**config.mk**
```make
export PLATFORM = sky130hd
export DESIGN_NAME = sbox_cfg_ctrl
export DESIGN_NICKNAME = d
export VERILOG_FILES = /design/src/rtl/sbox_ctrl_pkg.sv /design/src/rtl/sbox_tok_cnt.sv /design/src/rtl/sbox_cfg_ctrl.sv
export SDC_FILE = /design/constraint.sdc
export NUM_CORES = 1
export LEC_CHECK = 0
export BUFFER_PORTS_ARGS = -buffer_cell sky130_fd_sc_hd__buf_2
export CAP_MARGIN = 20
export CORE_UTILIZATION = 50
export DETAILED_ROUTE_END_ITERATION = 7
export PLACE_DENSITY = 0.74
export RECOVER_POWER = 50
export SKIP_CTS_REPAIR_TIMING = 1
export SYNTH_ARGS = -nofsm -noshare
export SYNTH_HDL_FRONTEND = slang
export SYNTH_SLANG_ARGS = --single-unit
```
**constraint.sdc**
```tcl
create_clock -name clock -period 2.5 [get_ports clock]
set_clock_uncertainty 0.05 [all_clocks]
set_input_delay 0.375 -clock clock [delete_from_list [all_inputs] [get_ports clock]]
set_output_delay 0.375 -clock clock [all_outputs]
set_load 0.05 [all_outputs]
```
**src/rtl/sbox_ctrl_pkg.sv**
```systemverilog
// Shared types and helpers for the sbox reconfiguration controller.
package sbox_ctrl_pkg;

  typedef enum logic [1:0] {
    ST_IDLE   = 2'd0,
    ST_DRAIN  = 2'd1,
    ST_SETTLE = 2'd2,
    ST_SWITCH = 2'd3
  } state_e;

  localparam logic [15:0] CFG_TABLE_DEF = 16'h9630;

  // Upper bounds for the generic table-extract helper.
  localparam int TBL_MAX = 1024;
  localparam int SEL_MAX = 32;

  function automatic logic [SEL_MAX-1:0] tbl_entry(input logic [TBL_MAX-1:0] tbl,
                                                   input int unsigned id,
                                                   input int unsigned n);
    logic [SEL_MAX-1:0] r;
    logic [9:0]         idx;
    r = '0;
    for (int unsigned b = 0; b < SEL_MAX; b++) begin
      idx = 10'(id * n + b);
      if (b < n && (id * n + b) < TBL_MAX) r[b] = tbl[idx];
    end
    return r;
  endfunction

endpackage

```
**src/rtl/sbox_tok_cnt.sv**
```systemverilog
// Saturating up/down count of tokens inside the switching network.
module sbox_tok_cnt #(
  parameter int CNT_W = 8
) (
  input  logic clock,
  input  logic reset,
  input  logic inc,
  input  logic dec,
  output logic is_zero
);

  logic [CNT_W-1:0] cnt;

  // Simultaneous inc/dec cancel; saturate high, never wrap below zero.
  always_ff @(posedge clock) begin
    if (reset)                              cnt <= '0;
    else if (inc && !dec && cnt != '1)      cnt <= cnt + CNT_W'(1);
    else if (dec && !inc && cnt != '0)      cnt <= cnt - CNT_W'(1);
  end

  assign is_zero = (cnt == '0);

endmodule

```
**src/rtl/sbox_cfg_ctrl.sv**
```systemverilog
// Drain/settle/switch controller for the sbox select lines.
// Optional drain timeout with abort: define SBOX_CTRL_TIMEOUT_EN.
module sbox_cfg_ctrl
  import sbox_ctrl_pkg::*;
#(
  parameter int                              NUM_SBOX    = 4,
  parameter int                              ID_W        = 2,
  parameter logic [(NUM_SBOX<<ID_W)-1:0]     CFG_TABLE   = CFG_TABLE_DEF,
  parameter int                              CNT_W       = 8,
  parameter int                              SETTLE_CYC  = 2,
  parameter int                              TIMEOUT_CYC = 1024
) (
  input  logic                clock,
  input  logic                reset,
  input  logic                cfg_req,
  input  logic [ID_W-1:0]     cfg_id,
  output logic                cfg_ack,
  output logic                cfg_err,
  output logic                cfg_busy,
  output logic [ID_W-1:0]     cur_id,
  output logic [NUM_SBOX-1:0] sel,
  input  logic                src_wr,
  input  logic                src_full_in,
  output logic                src_full_out,
  input  logic                snk_wr,
  input  logic                snk_full
);

  if (SETTLE_CYC < 1 || SETTLE_CYC > 15 || TIMEOUT_CYC < 1) begin : g_param_chk
    $error("sbox_cfg_ctrl: SETTLE_CYC must be 1..15 and TIMEOUT_CYC >= 1");
  end

  state_e            state, state_nxt;
  logic [ID_W-1:0]   tgt_id, tgt_nxt;
  logic [3:0]        settle_cnt, settle_nxt;
  logic              hold, is_zero, ack_nxt, sel_load, to_hit;

  assign hold         = (state == ST_DRAIN) || (state == ST_SETTLE);
  assign src_full_out = src_full_in | hold;
  assign cfg_busy     = (state != ST_IDLE);

  sbox_tok_cnt #(.CNT_W(CNT_W)) u_tok_cnt (
    .clock   (clock),
    .reset   (reset),
    .inc     (src_wr & ~src_full_out),
    .dec     (snk_wr & ~snk_full),
    .is_zero (is_zero)
  );

`ifdef SBOX_CTRL_TIMEOUT_EN
  localparam int TO_W = $clog2(TIMEOUT_CYC + 1);
  logic [TO_W-1:0] to_cnt;
  logic            err_q;

  // Counts every held cycle, including DRAIN<->SETTLE bounces.
  assign to_hit = hold && (to_cnt == TO_W'(TIMEOUT_CYC - 1));

  always_ff @(posedge clock) begin
    if (reset) begin
      to_cnt <= '0;
      err_q  <= 1'b0;
    end else begin
      to_cnt <= hold ? to_cnt + TO_W'(1) : '0;
      err_q  <= to_hit;
    end
  end
  assign cfg_err = err_q;
`else
  assign to_hit  = 1'b0;
  assign cfg_err = 1'b0;
`endif

  always_comb begin
    state_nxt  = state;
    tgt_nxt    = tgt_id;
    settle_nxt = settle_cnt;
    ack_nxt    = 1'b0;
    sel_load   = 1'b0;
    case (state)
      ST_IDLE: if (cfg_req) begin
        tgt_nxt = cfg_id;
        if (cfg_id == cur_id) ack_nxt   = 1'b1;
        else                  state_nxt = ST_DRAIN;
      end
      ST_DRAIN: if (is_zero) begin
        state_nxt  = ST_SETTLE;
        settle_nxt = '0;
      end
      ST_SETTLE: begin
        if (!is_zero)                               state_nxt  = ST_DRAIN;
        else if (settle_cnt == 4'(SETTLE_CYC - 1))  state_nxt  = ST_SWITCH;
        else                                        settle_nxt = settle_cnt + 4'd1;
      end
      ST_SWITCH: begin
        state_nxt = ST_IDLE;
        ack_nxt   = 1'b1;
        sel_load  = 1'b1;
      end
      default: state_nxt = ST_IDLE;
    endcase
    // Abort wins over a switch scheduled in the same cycle.
    if (to_hit) begin
      state_nxt = ST_IDLE;
      ack_nxt   = 1'b1;
      sel_load  = 1'b0;
    end
  end

  always_ff @(posedge clock) begin
    if (reset) begin
      state      <= ST_IDLE;
      tgt_id     <= '0;
      settle_cnt <= '0;
      cfg_ack    <= 1'b0;
      cur_id     <= '0;
      sel        <= NUM_SBOX'(tbl_entry(TBL_MAX'(CFG_TABLE), 32'd0, NUM_SBOX));
    end else begin
      state      <= state_nxt;
      tgt_id     <= tgt_nxt;
      settle_cnt <= settle_nxt;
      cfg_ack    <= ack_nxt;
      if (sel_load) begin
        sel    <= NUM_SBOX'(tbl_entry(TBL_MAX'(CFG_TABLE), 32'(tgt_id), NUM_SBOX));
        cur_id <= tgt_id;
      end
    end
  end

endmodule

```
==> summary.md, run 1 <==
| Metric | Value |
|---|---|
| Status | `complete, no violations` |
| CP cell instances | `inv_4 -> ha_4 -> nor3b_4 -> o211ai_4 -> ha_1 -> a21o_1 -> and4_4 -> o211ai_1 -> o2bb2ai_1 -> nand3_1` |
| #FFs+latches synth | `22` |
| Fmax | `0.4191 GHz` |
| R2R Setup Slk | `0.11 ns` |
| R2R depth | `10` |
| Syn Area/Cell | `8.628 µm²` |
| Placer Congestion | `0.8110` |
| Sw frac | `44.91%` |
| RSZ-0062 raised after global routing | `true` |
| CTS Buffer Depth | `2` |
| Via count | `1245` |
| Crit-path max FO | `7` |
| Die Y | `55.04 µm` |
| Max-cap violations | `0` |
| Initial antenna violation count | `0` |
| Most used DFF post-synth | `dfxtp_1` |
| Fill count | `222` |
| Pwr dens | `1283 nW/µm²` |
| Synthesized netlist cell count | `163` |
| Congestion Overflow GR | `0` |
| Vias in the first global route | `1105` |
| Post-synthesis net count | `188` |
| Power share of the clock group | `13.1%` |
| Final setup viols | `0` |
| Core Area | `2567 µm²` |
| DRC | `0` |
| Port Buffers | `17` |
| Initial DRC count | `31` |
| Combinational power share | `61.9%` |
| Final #Nets | `213` |
| Synth area leader | `dfxtp_1` |
| Final WL | `3.045 mm` |
| TritonRoute pass-1 iters | `4` |
| Final Hold Fails | `0` |
| Footprint of the multi-input gates | `964.7 µm²` |
| Largest net degree at the start of global routing | `26` |
| Ranking of synthesized cells by area | `dfxtp_1 31%, ha_1 13%, a21oi_1 6.0%` |
| Num ports | `19` |
| Worst Tran Pin Value | `0.6638 ns` |
| Synth cell types | `39` |
| Static Leak | `0.0007099 µW` |
| Crit path time final | `2.386 ns` |
| CTS sink cnt | `22` |
| Synth-to-layout area growth | `18.59%` |
| Asr flop ratio synth | `0%` |
| Hold Path Class | `input port to flop` |
| Number of CTS-inserted buffers | `3` |
| Ant. Diodes | `0` |
| Slew Limit Fails | `0` |
| Root Buffer | `clkbuf_4` |
| Post-DR vias/cell | `5.737` |
| Seq pwr share | `25.0%` |
| Average wire per standard cell | `14.03 µm` |
| Peak supply drop | `0.8011 mV` |
| Dpl hpwl | `2.252 mm` |
| P_int | `1179 µW` |
| Relative slew margins | `55.65%` |
| Finished Layout Cells | `217` |
| Starting density of the core | `54.78%` |
| Sw Pwr | `960.9 µW` |
| Final core occ | `64.96%` |
| CP Capture Type | `flop` |
| Inst Count DP | `210` |
| YS warnings | `0` |
| Fin crit share | `95.44%` |
| Post-route ant nets | `0` |
| Critical path's slowest cell | `dfxtp_2` |
| CTS tree | `yes` |
| CP Data Required Time | `2.66 ns` |
| Worst setup path class | `flop to flop` |
| First-pass GRT wire length | `4.698 mm` |
| Clock transition at path regs | `0.13 ns` |
| GRT Overall Usage | `21.49%` |
| Die W | `55.04 µm` |
| EDFF count, synth | `0` |
| Critical path arrival | `2.55 ns` |
| WHS Path Cells | `3` |
| Crit start category | `flop` |
| Crit-path max cell delay | `0.38 ns` |
| FF/Latch Area | `442.9 µm²` |
| H-tree depth | `1` |
| Area share of the largest cell type after synthesis | `31.32%` |
| Layout cell share with drive strength beyond 1 | `24.60%` |
| Clock Latency Late Sink | `0.31 ns` |
| DIE AREA | `3029 µm²` |
| Synth Cell Area | `1406 µm²` |
| Seq/Total Area, Yosys | `31.32%` |
| Row count | `18` |
critical path, delay by kind of cell (launching register included):
kind,cells,cell delay [ns]
fa+ha+maj,2,0.54
compound gates,4,0.76
simple gates,3,0.50
buf+inv,1,0.05
flops,1,0.38
worst paths after layout:
| check | endpoint | startpoint |
|---|---|---|
| worst max-delay path | u_tok_cnt.cnt[7] | state[0] |
| worst min-delay path | tgt_id[1] | cfg_id[1] |
| worst max register to register | u_tok_cnt.cnt[7] | state[0] |
| worst min register to register | sel[1] | sel[1] |
synth_stat cells (4+ instances only):
library cell and count:
dfxtp_1 22, a21oi_1 17, ha_1 15, nand3_1 12
nand2_1 11, nor2_1 11, inv_1 6, nor3_1 5
o21ai_1 5, mux2i_1 4, nand4_1 4, nor2b_1 4
xnor2_1 4
state kept, by name, indices dropped and copies added, names as in the netlist:
| signal | flops |
|---|---|
| cfg_ack | 1 |
| cur_id | 2 |
| sel | 3 |
| settle_cnt | 4 |
| state | 2 |
| tgt_id | 2 |
| u_tok_cnt.cnt | 8 |
area by class of cell:
class / count / area share [%]
clock inverters: 1 / 1.800
multi-input cells: 130 / 57.84
well taps: 30 / 2.251
inverters: 6 / 1.500
flip-flops and latches: 22 / 26.56
clock buffers: 3 / 1.350
repair buffers: 25 / 8.702
placed cells by master (no fill, tap or decap), types with 3 or more instances in the layout:
cell type	count
dfxtp_1	20
xnor2_1	4
nand4_1	4
buf_4	8
buf_2	17
nand2_1	11
nand3_1	11
ha_1	14
mux2i_1	4
nand2b_1	3
nor2b_1	4
clkbuf_4	3
a21oi_1	17
xor2_1	3
a211oi_1	3
nor3_1	5
inv_1	4
o21ai_1	5
nor2_1	11
power groups by stage:
stage | Combinational, µW | Clock [µW] | Sequential, µW
finish | 1320 | 279 | 536
global route | 1460 | 299 | 547
CTS | 1200 | 282 | 527
detailed placement | 1200 | 0 | 534
global placement | 1160 | 0 | 529
floorplan | 913 | 0 | 559
kinds of logic after synthesis:
family,after synthesis,synth area share [%]
xor+xnor,7,4.360
fa+ha+maj,16,14.77
compound gates,39,17.61
flops,22,31.32
mux,4,2.847
simple gates,63,25.36
other cells,1,0.2666
buf+inv,11,3.469
routing by layer:
layer  global-route usage (%)  routed length [µm]  vias up
met5                        0                   0        -
met4                    8.750                  27        0
met3                    2.459                  52        2
met2                    35.94                1509       17
met1                    27.84                1455      594
li1                         -                   -      632
through the flow:
step	setup TNS, ns	hold slack, ns	instance area, µm²	power (µW)	setup WS (ns)
2_1_floorplan	0	0.4117	1421	1473	0.02281
3_3_place_gp	0	0.4141	1555	1686	0.04344
3_5_place_dp	-0.01294	0.4303	1555	1733	-0.007760
4_1_cts	-0.04117	0.2646	1608	2012	-0.02095
5_1_grt	-0.02907	0.2742	1668	2302	-0.01649
6_report	0	0.2707	1668	2140	0.1140
Power figures use the tool's default switching activity.
==> run 2: changes to the inputs <==
--- a/config.mk
+++ b/config.mk
@@ -7,9 +7,10 @@
 export LEC_CHECK = 0
 export BUFFER_PORTS_ARGS = -buffer_cell sky130_fd_sc_hd__buf_2
 export CAP_MARGIN = 20
-export CORE_UTILIZATION = 50
+export CORE_MARGIN = 1
+export CORE_UTILIZATION = 45
 export DETAILED_ROUTE_END_ITERATION = 7
-export PLACE_DENSITY = 0.74
+export PLACE_DENSITY = 0.65
 export RECOVER_POWER = 50
 export SKIP_CTS_REPAIR_TIMING = 1
 export SYNTH_ARGS = -nofsm -noshare
==> run 2 against run 1 <==
  * The run now ends with design-rule violations left
  * Maximum frequency decreased by 1.1%
  * Sequential power about the same
  * Via count decreased by 1.1%
  * Largest cell class unchanged
==> summary.md, run 2 (same netlist as run 1, synthesis figures left out) <==
| Metric | Value |
|---|---|
| Most frequent cells in the layout | `20 x dfxtp_1, 17 x a21oi_1, 17 x buf_2, 13 x ha_1, 12 x nand3_1` |
| TritonRoute pass-1 iters | `6 (+2)` |
| Commonest non-fill, non-tap cell in the layout | `dfxtp_1` |
| DIE AREA | `3353 µm² (+11%)` |
| RSZ-0062 raised after global routing | `true` |
| Initial antenna violation count | `0 (unchanged)` |
| Die Y | `57.91 µm (+5.2%)` |
| Worst Tran Pin Value | `0.6132 ns (-0.05058 ns)` |
| Status | `finished, violations left` |
| CP Capture Type | `flop` |
| Congestion Overflow GR | `0 (unchanged)` |
| Clock transition at path regs | `0.13 ns (about the same)` |
| Row count | `19 (+1)` |
| Number of CTS-inserted buffers | `3 (unchanged)` |
| Post-route setup slack | `0.08832 ns (-0.02567 ns)` |
| Core Area | `2853 µm² (+11%)` |
| Final Hold Fails | `0 (unchanged)` |
| Final setup viols | `0 (unchanged)` |
| P_int | `1146 µW (-2.7%)` |
| Starting density of the core | `49.30% (-5.5 points)` |
| Post-DR vias/cell | `5.647 (-1.6%)` |
| Clock Latency Late Sink | `0.31 ns (about the same)` |
| Root Buffer | `clkbuf_4` |
| Critical path arrival | `2.55 ns (about the same)` |
| Peak supply drop | `0.7841 mV (-2.1%)` |
| Slew Limit Fails | `0 (unchanged)` |
| R2R depth | `10 (unchanged)` |
| CTS Buffer Depth | `2 (unchanged)` |
| Hold Path Class | `input port to flop` |
| Vias in the first global route | `1211 (+9.6%)` |
| DRC | `1 (+1)` |
| Fmax | `0.4146 GHz (-1.1%)` |
| Num ports | `19 (unchanged)` |
| Crit path time final | `2.412 ns (+0.02567 ns)` |
| CP Data Required Time | `2.64 ns (-0.02 ns)` |
| Place WS | `-0.04520 ns (-0.03744 ns)` |
| Seq pwr share | `25.8% (+0.8 points)` |
| WHS Path Cells | `3 (unchanged)` |
| Failing checks | `design-rule violations` |
| Relative slew margins | `59.03% (+3.4 points)` |
| Final #Nets | `213 (unchanged)` |
| Crit start category | `flop` |
| Most flop-heavy register | `u_tok_cnt.cnt` |
| CTS tree | `yes` |
| Initial DRC count | `44 (+42%)` |
| Average wire per standard cell | `13.44 µm (-4.2%)` |
| Sw frac | `44.82% (-0.088 points)` |
| Worst setup path class | `flop to flop` |
| CTS sink cnt | `22 (unchanged)` |
| Max FFs per register | `8 (unchanged)` |
| First-pass GRT wire length | `5.230 mm (+11%)` |
| Ant. Diodes | `0 (unchanged)` |
| Die W | `57.91 µm (+5.2%)` |
| Static Leak | `0.0006857 µW (-3.4%)` |
| Final WL | `2.930 mm (-3.8%)` |
| Pwr dens | `1247 nW/µm² (-2.8%)` |
| Post-route ant nets | `0 (unchanged)` |
| Fin crit share | `96.47% (+1.0 points)` |
| Largest net degree at the start of global routing | `26 (unchanged)` |
| Sw Pwr | `931.2 µW (-3.1%)` |
| Synth-to-layout area growth | `18.51% (about the same)` |
| Via count | `1231 (-1.1%)` |
| Crit-path max FO | `8 (+1)` |
| Total negative slack | `0 ns (unchanged)` |
| Placer Congestion | `0.8198 (+1.1%)` |
| Dpl hpwl | `2.225 mm (-1.2%)` |
| H-tree depth | `1 (unchanged)` |
| Port Buffers | `17 (unchanged)` |
| Power share of the clock group | `13.2% (about the same)` |
| Max-cap violations | `0 (unchanged)` |
| GRT Overall Usage | `19.63% (-1.9 points)` |
| Layout cell share with drive strength beyond 1 | `22.99% (-1.6 points)` |
| Combinational power share | `61.0% (-0.9 points)` |
| Top Registers | `u_tok_cnt.cnt x8, settle_cnt x4, sel x3` |
==> run 2: per-layer routing <==
layer  track usage, %  up-vias  part of all wire, %
li1                 -      631                    -
met1            25.38      567                   47
met2            34.15       29                   48
met3            2.009        4                  3.1
met4            6.463        0                  1.5
met5                0        -                    0
==> run 2: worst max-delay path, cell delays in order (launching register included) <==
cell,delay (ns)
dfxtp_2,0.34
inv_1,0.11
ha_4,0.23
nor3b_4,0.24
o211ai_4,0.16
buf_4,0.17
buf_4,0.15
ha_1,0.32
or3_1,0.37
nand3_1,0.09
a21oi_1,0.06
==> run 2: power by group through the flow <==
stage                     combinational [µW]  sequential [µW]  clock [µW]
after floorplan                          913              559           0
after global placement                  1170              530           0
after detailed placement                1210              537           0
after CTS                               1220              529         279
after global routing                    1430              547         299
final                                   1270              536         274
==> run 2: cell type report <==
cell class                      count  area [µm²]
Clock inverter                      1       30.03
Multi-Input combinational cell    130       964.7
Clock buffer                        3       22.52
Sequential cell                    22       442.9
Inverter                            6       22.52
Tap cell                           31       38.79
Fill cell                         258        1186
Timing Repair Buffer               25       145.1
==> run 2: path summary, 6_finish.rpt <==
check / start / end / slack (ns)
setup / recovery: state[0] / u_tok_cnt.cnt[5] / 0.09
hold / removal: cfg_id[1] / tgt_id[1] / 0.27
setup reg to reg: state[0] / u_tok_cnt.cnt[5] / 0.09
hold reg to reg: sel[1] / sel[1] / 0.44
==> run 2: metrics by stage <==
stage               util, %  hold slack [ns]  total power, µW  instances  area (µm²)
finish                58.42           0.2723             2078        218        1667
CTS                   56.67           0.2664             2023        216        1617
global route          58.42           0.2537             2274        218        1667
floorplan                 -           0.4117             1473        163        1421
detailed placement    54.82           0.4264             1745        212        1564
global placement      54.82           0.4155             1703        212        1564
==> run 3: changes to the inputs <==
--- a/config.mk
+++ b/config.mk
@@ -10,8 +10,10 @@
 export CORE_MARGIN = 1
 export CORE_UTILIZATION = 45
 export DETAILED_ROUTE_END_ITERATION = 7
+export MAX_ROUTING_LAYER = met4
 export PLACE_DENSITY = 0.65
 export RECOVER_POWER = 50
+export SETUP_SLACK_MARGIN = 0.1
 export SKIP_CTS_REPAIR_TIMING = 1
 export SYNTH_ARGS = -nofsm -noshare
 export SYNTH_HDL_FRONTEND = slang
==> run 3 against run 2 <==
  * The flow still finishes with violations (design-rule violations)
  * Setup slack improved by 0.024 ns
  * Register-to-register slack improved by 0.02 ns
  * Sequential power increased by 0.7%
  * Largest power group unchanged
  * Utilization increased by 1.2 points
  * Global-route usage decreased by 0.70 points
  * Maximum frequency increased by 1.0%
  * Critical path type unchanged
  * Cell count increased by 0.46%
  * Non-clock buffer count increased by 1
  * Clock power about the same
  * Die area unchanged
  * Highest routed layer unchanged
==> summary.md, run 3 (same netlist as run 1, synthesis figures left out) <==
| Metric | Value |
|---|---|
| First-pass GRT wire length | `4.919 mm (-5.9%)` |
| Finished Layout Cells | `219 (+0.46%)` |
| Num ports | `19 (unchanged)` |
| Post-DR vias/cell | `5.689 (+0.76%)` |
| Final #Nets | `214 (+0.47%)` |
| Die Y | `57.91 µm (unchanged)` |
| Worst r2r dst | `u_tok_cnt.cnt[6]` |
| RSZ-0062 raised after global routing | `true` |
| Relative slew margins | `59.33% (+0.30 points)` |
| Final WL | `2.941 mm (+0.38%)` |
| CTS Buffer Depth | `2 (unchanged)` |
| Critical Path Sink | `u_tok_cnt.cnt[6]` |
| CP Data Required Time | `2.67 ns (+0.03 ns)` |
| Most flop-heavy register | `u_tok_cnt.cnt` |
| Most frequent cells in the layout | `20 x dfxtp_1, 17 x a21oi_1, 17 x buf_2, 12 x ha_1` |
| Congestion Overflow GR | `0 (unchanged)` |
| Clock transition at path regs | `0.14 ns (about the same)` |
| Top Registers | `u_tok_cnt.cnt x8, settle_cnt x4, sel x3` |
| Port Buffers | `17 (unchanged)` |
| R2r startpoint | `state[0]` |
| Critical path's slowest cell | `fa_1` |
| Peak supply drop | `0.6594 mV (-16%)` |
| Dpl hpwl | `2.133 mm (-4.1%)` |
| Commonest non-fill, non-tap cell in the layout | `dfxtp_1` |
| Most frequent CP cell | `a21oi_1` |
| Crit start category | `flop` |
| TritonRoute pass-1 iters | `6 (unchanged)` |
| Inst Count DP | `210 (-0.94%)` |
| DRC | `1 (unchanged)` |
| Fill count | `257 (-0.39%)` |
| CP Capture Type | `flop` |
| CTS tree | `yes` |
| Status | `finished, violations left` |
| Worst Tran Pin Value | `0.6088 ns (-0.004453 ns)` |
| Starting density of the core | `49.30% (unchanged)` |
| Pwr dens | `1265 nW/µm² (+1.5%)` |
| Clock Latency Late Sink | `0.32 ns (about the same)` |
| Crit-path max FO | `7 (-1)` |
| Number of CTS-inserted buffers | `3 (unchanged)` |
| R2R depth | `10 (unchanged)` |
| Row count | `19 (unchanged)` |
| DIE AREA | `3353 µm² (unchanged)` |
| Fmax | `0.4189 GHz (+1.0%)` |
| Max FFs per register | `8 (unchanged)` |
| Failing checks | `design-rule violations` |
| H-tree depth | `1 (unchanged)` |
| Post-route ant nets | `0 (unchanged)` |
| Final setup viols | `0 (unchanged)` |
| Final core occ | `59.65% (+1.2 points)` |
| Core Area | `2853 µm² (unchanged)` |
| Final Hold Fails | `0 (unchanged)` |
| Initial DRC count | `52 (+18%)` |
| Ant. Diodes | `0 (unchanged)` |
| Vias in the first global route | `1174 (-3.1%)` |
| Average wire per standard cell | `13.43 µm (about the same)` |
| Critical path arrival | `2.55 ns (about the same)` |
| Placer Congestion | `0.7919 (-3.4%)` |
| GRT Overall Usage | `18.93% (-0.70 points)` |
| Die W | `57.91 µm (unchanged)` |
| CP cell instances | `inv_4 -> ha_4 -> nor3b_4 -> o211ai_4 -> fa_1 -> a21oi_1 -> o211ai_1 -> a21oi_1 -> xor2_1 -> o22ai_1` |
| Max-cap violations | `0 (unchanged)` |
| Hold Path Class | `input port to flop` |
| Synth-to-layout area growth | `21.00%` |
| Total negative slack | `0 ns (unchanged)` |
| Largest net degree at the start of global routing | `26 (unchanged)` |
| Crit-path max cell delay | `0.44 ns (+0.07 ns)` |
| Layout cell share with drive strength beyond 1 | `26.06% (+3.1 points)` |
| Initial antenna violation count | `0 (unchanged)` |
| Worst setup path class | `flop to flop` |
| Static Leak | `0.0007221 µW (+5.3%)` |
| Slew Limit Fails | `0 (unchanged)` |
| Crit path time final | `2.387 ns (-0.02436 ns)` |
| Via count | `1246 (+1.2%)` |
| CTS sink cnt | `22 (unchanged)` |
| Setup crit start | `state[0]` |
| R2R Setup Slk | `0.11 ns (+0.02 ns)` |
| Fin crit share | `95.49% (-0.97 points)` |
| Root Buffer | `clkbuf_4` |
-- run 3: changes by cell type in the layout (fill, tap and decap cells not counted), moves of 2 or more --
| cell | delta |
|---|---|
| nand3_2 | +2 |
| nand3_1 | -2 |
| dfxtp_4 | +2 |
| inv_4 | +2 |
| dfxtp_2 | -2 |
-- run 3: area by class of cell --
class,count,area (µm²),area share (%)
Multi-Input combinational cell,130,982.2,57.72
Sequential cell,22,447.9,26.32
Timing Repair Buffer,26,152.6,8.971
Tap cell,31,38.79,2.279
Clock inverter,1,30.03,1.765
Inverter,6,27.53,1.618
Clock buffer,3,22.52,1.324
-- run 3: through the flow --
step	total power (µW)	setup WS, ns	cell area (µm²)	hold WS (ns)
detailed placement	1755	0.006495	1569	0.4204
floorplan	1507	0.1213	1441	0.4030
CTS	2035	-0.008427	1622	0.2588
global route	2334	-0.04835	1702	0.2696
finish	2152	0.1127	1702	0.2645
global placement	1723	0.08780	1569	0.4172
-- run 3: how the worst min path moves through the flow --
| stage | depth (start not counted) | slack, ns | to | start |
|---|---|---|---|---|
| final | 3 | 0.26 | tgt_id[0] | cfg_id[0] |
| after detailed placement | 2 | 0.42 | sel[1] | sel[1] |
| after CTS | 3 | 0.26 | tgt_id[0] | cfg_id[0] |
| after global placement | 2 | 0.42 | sel[1] | sel[1] |
| after floorplan | 1 | 0.40 | state[1] | state[1] |
| after global routing | 3 | 0.27 | tgt_id[1] | cfg_id[1] |
-- run 3: layer usage --
metal	wire (µm)	track usage [%]
met4	54	7.823
met2	1427	31.69
met5	0	-
met3	61	1.563
met1	1397	23.47
-- run 3: power breakdown --
part / switching (µW) / internal [µW] / leakage (µW)
clock network: 115 / 162 / 0.0000279
logic: 736 / 599 / 0.000514
registers: 101 / 439 / 0.000181
-- run 3: critical path, delay by kind of cell, from the launching register on --
family	cells	cell delay [ns]
AND/OR/NAND/NOR	1	0.25
AO/OA/AOI/OAI	5	0.70
buffers and inverters	1	0.04
adder cells (fa/ha/maj)	2	0.68
XOR/XNOR	1	0.16
flip-flops	1	0.39
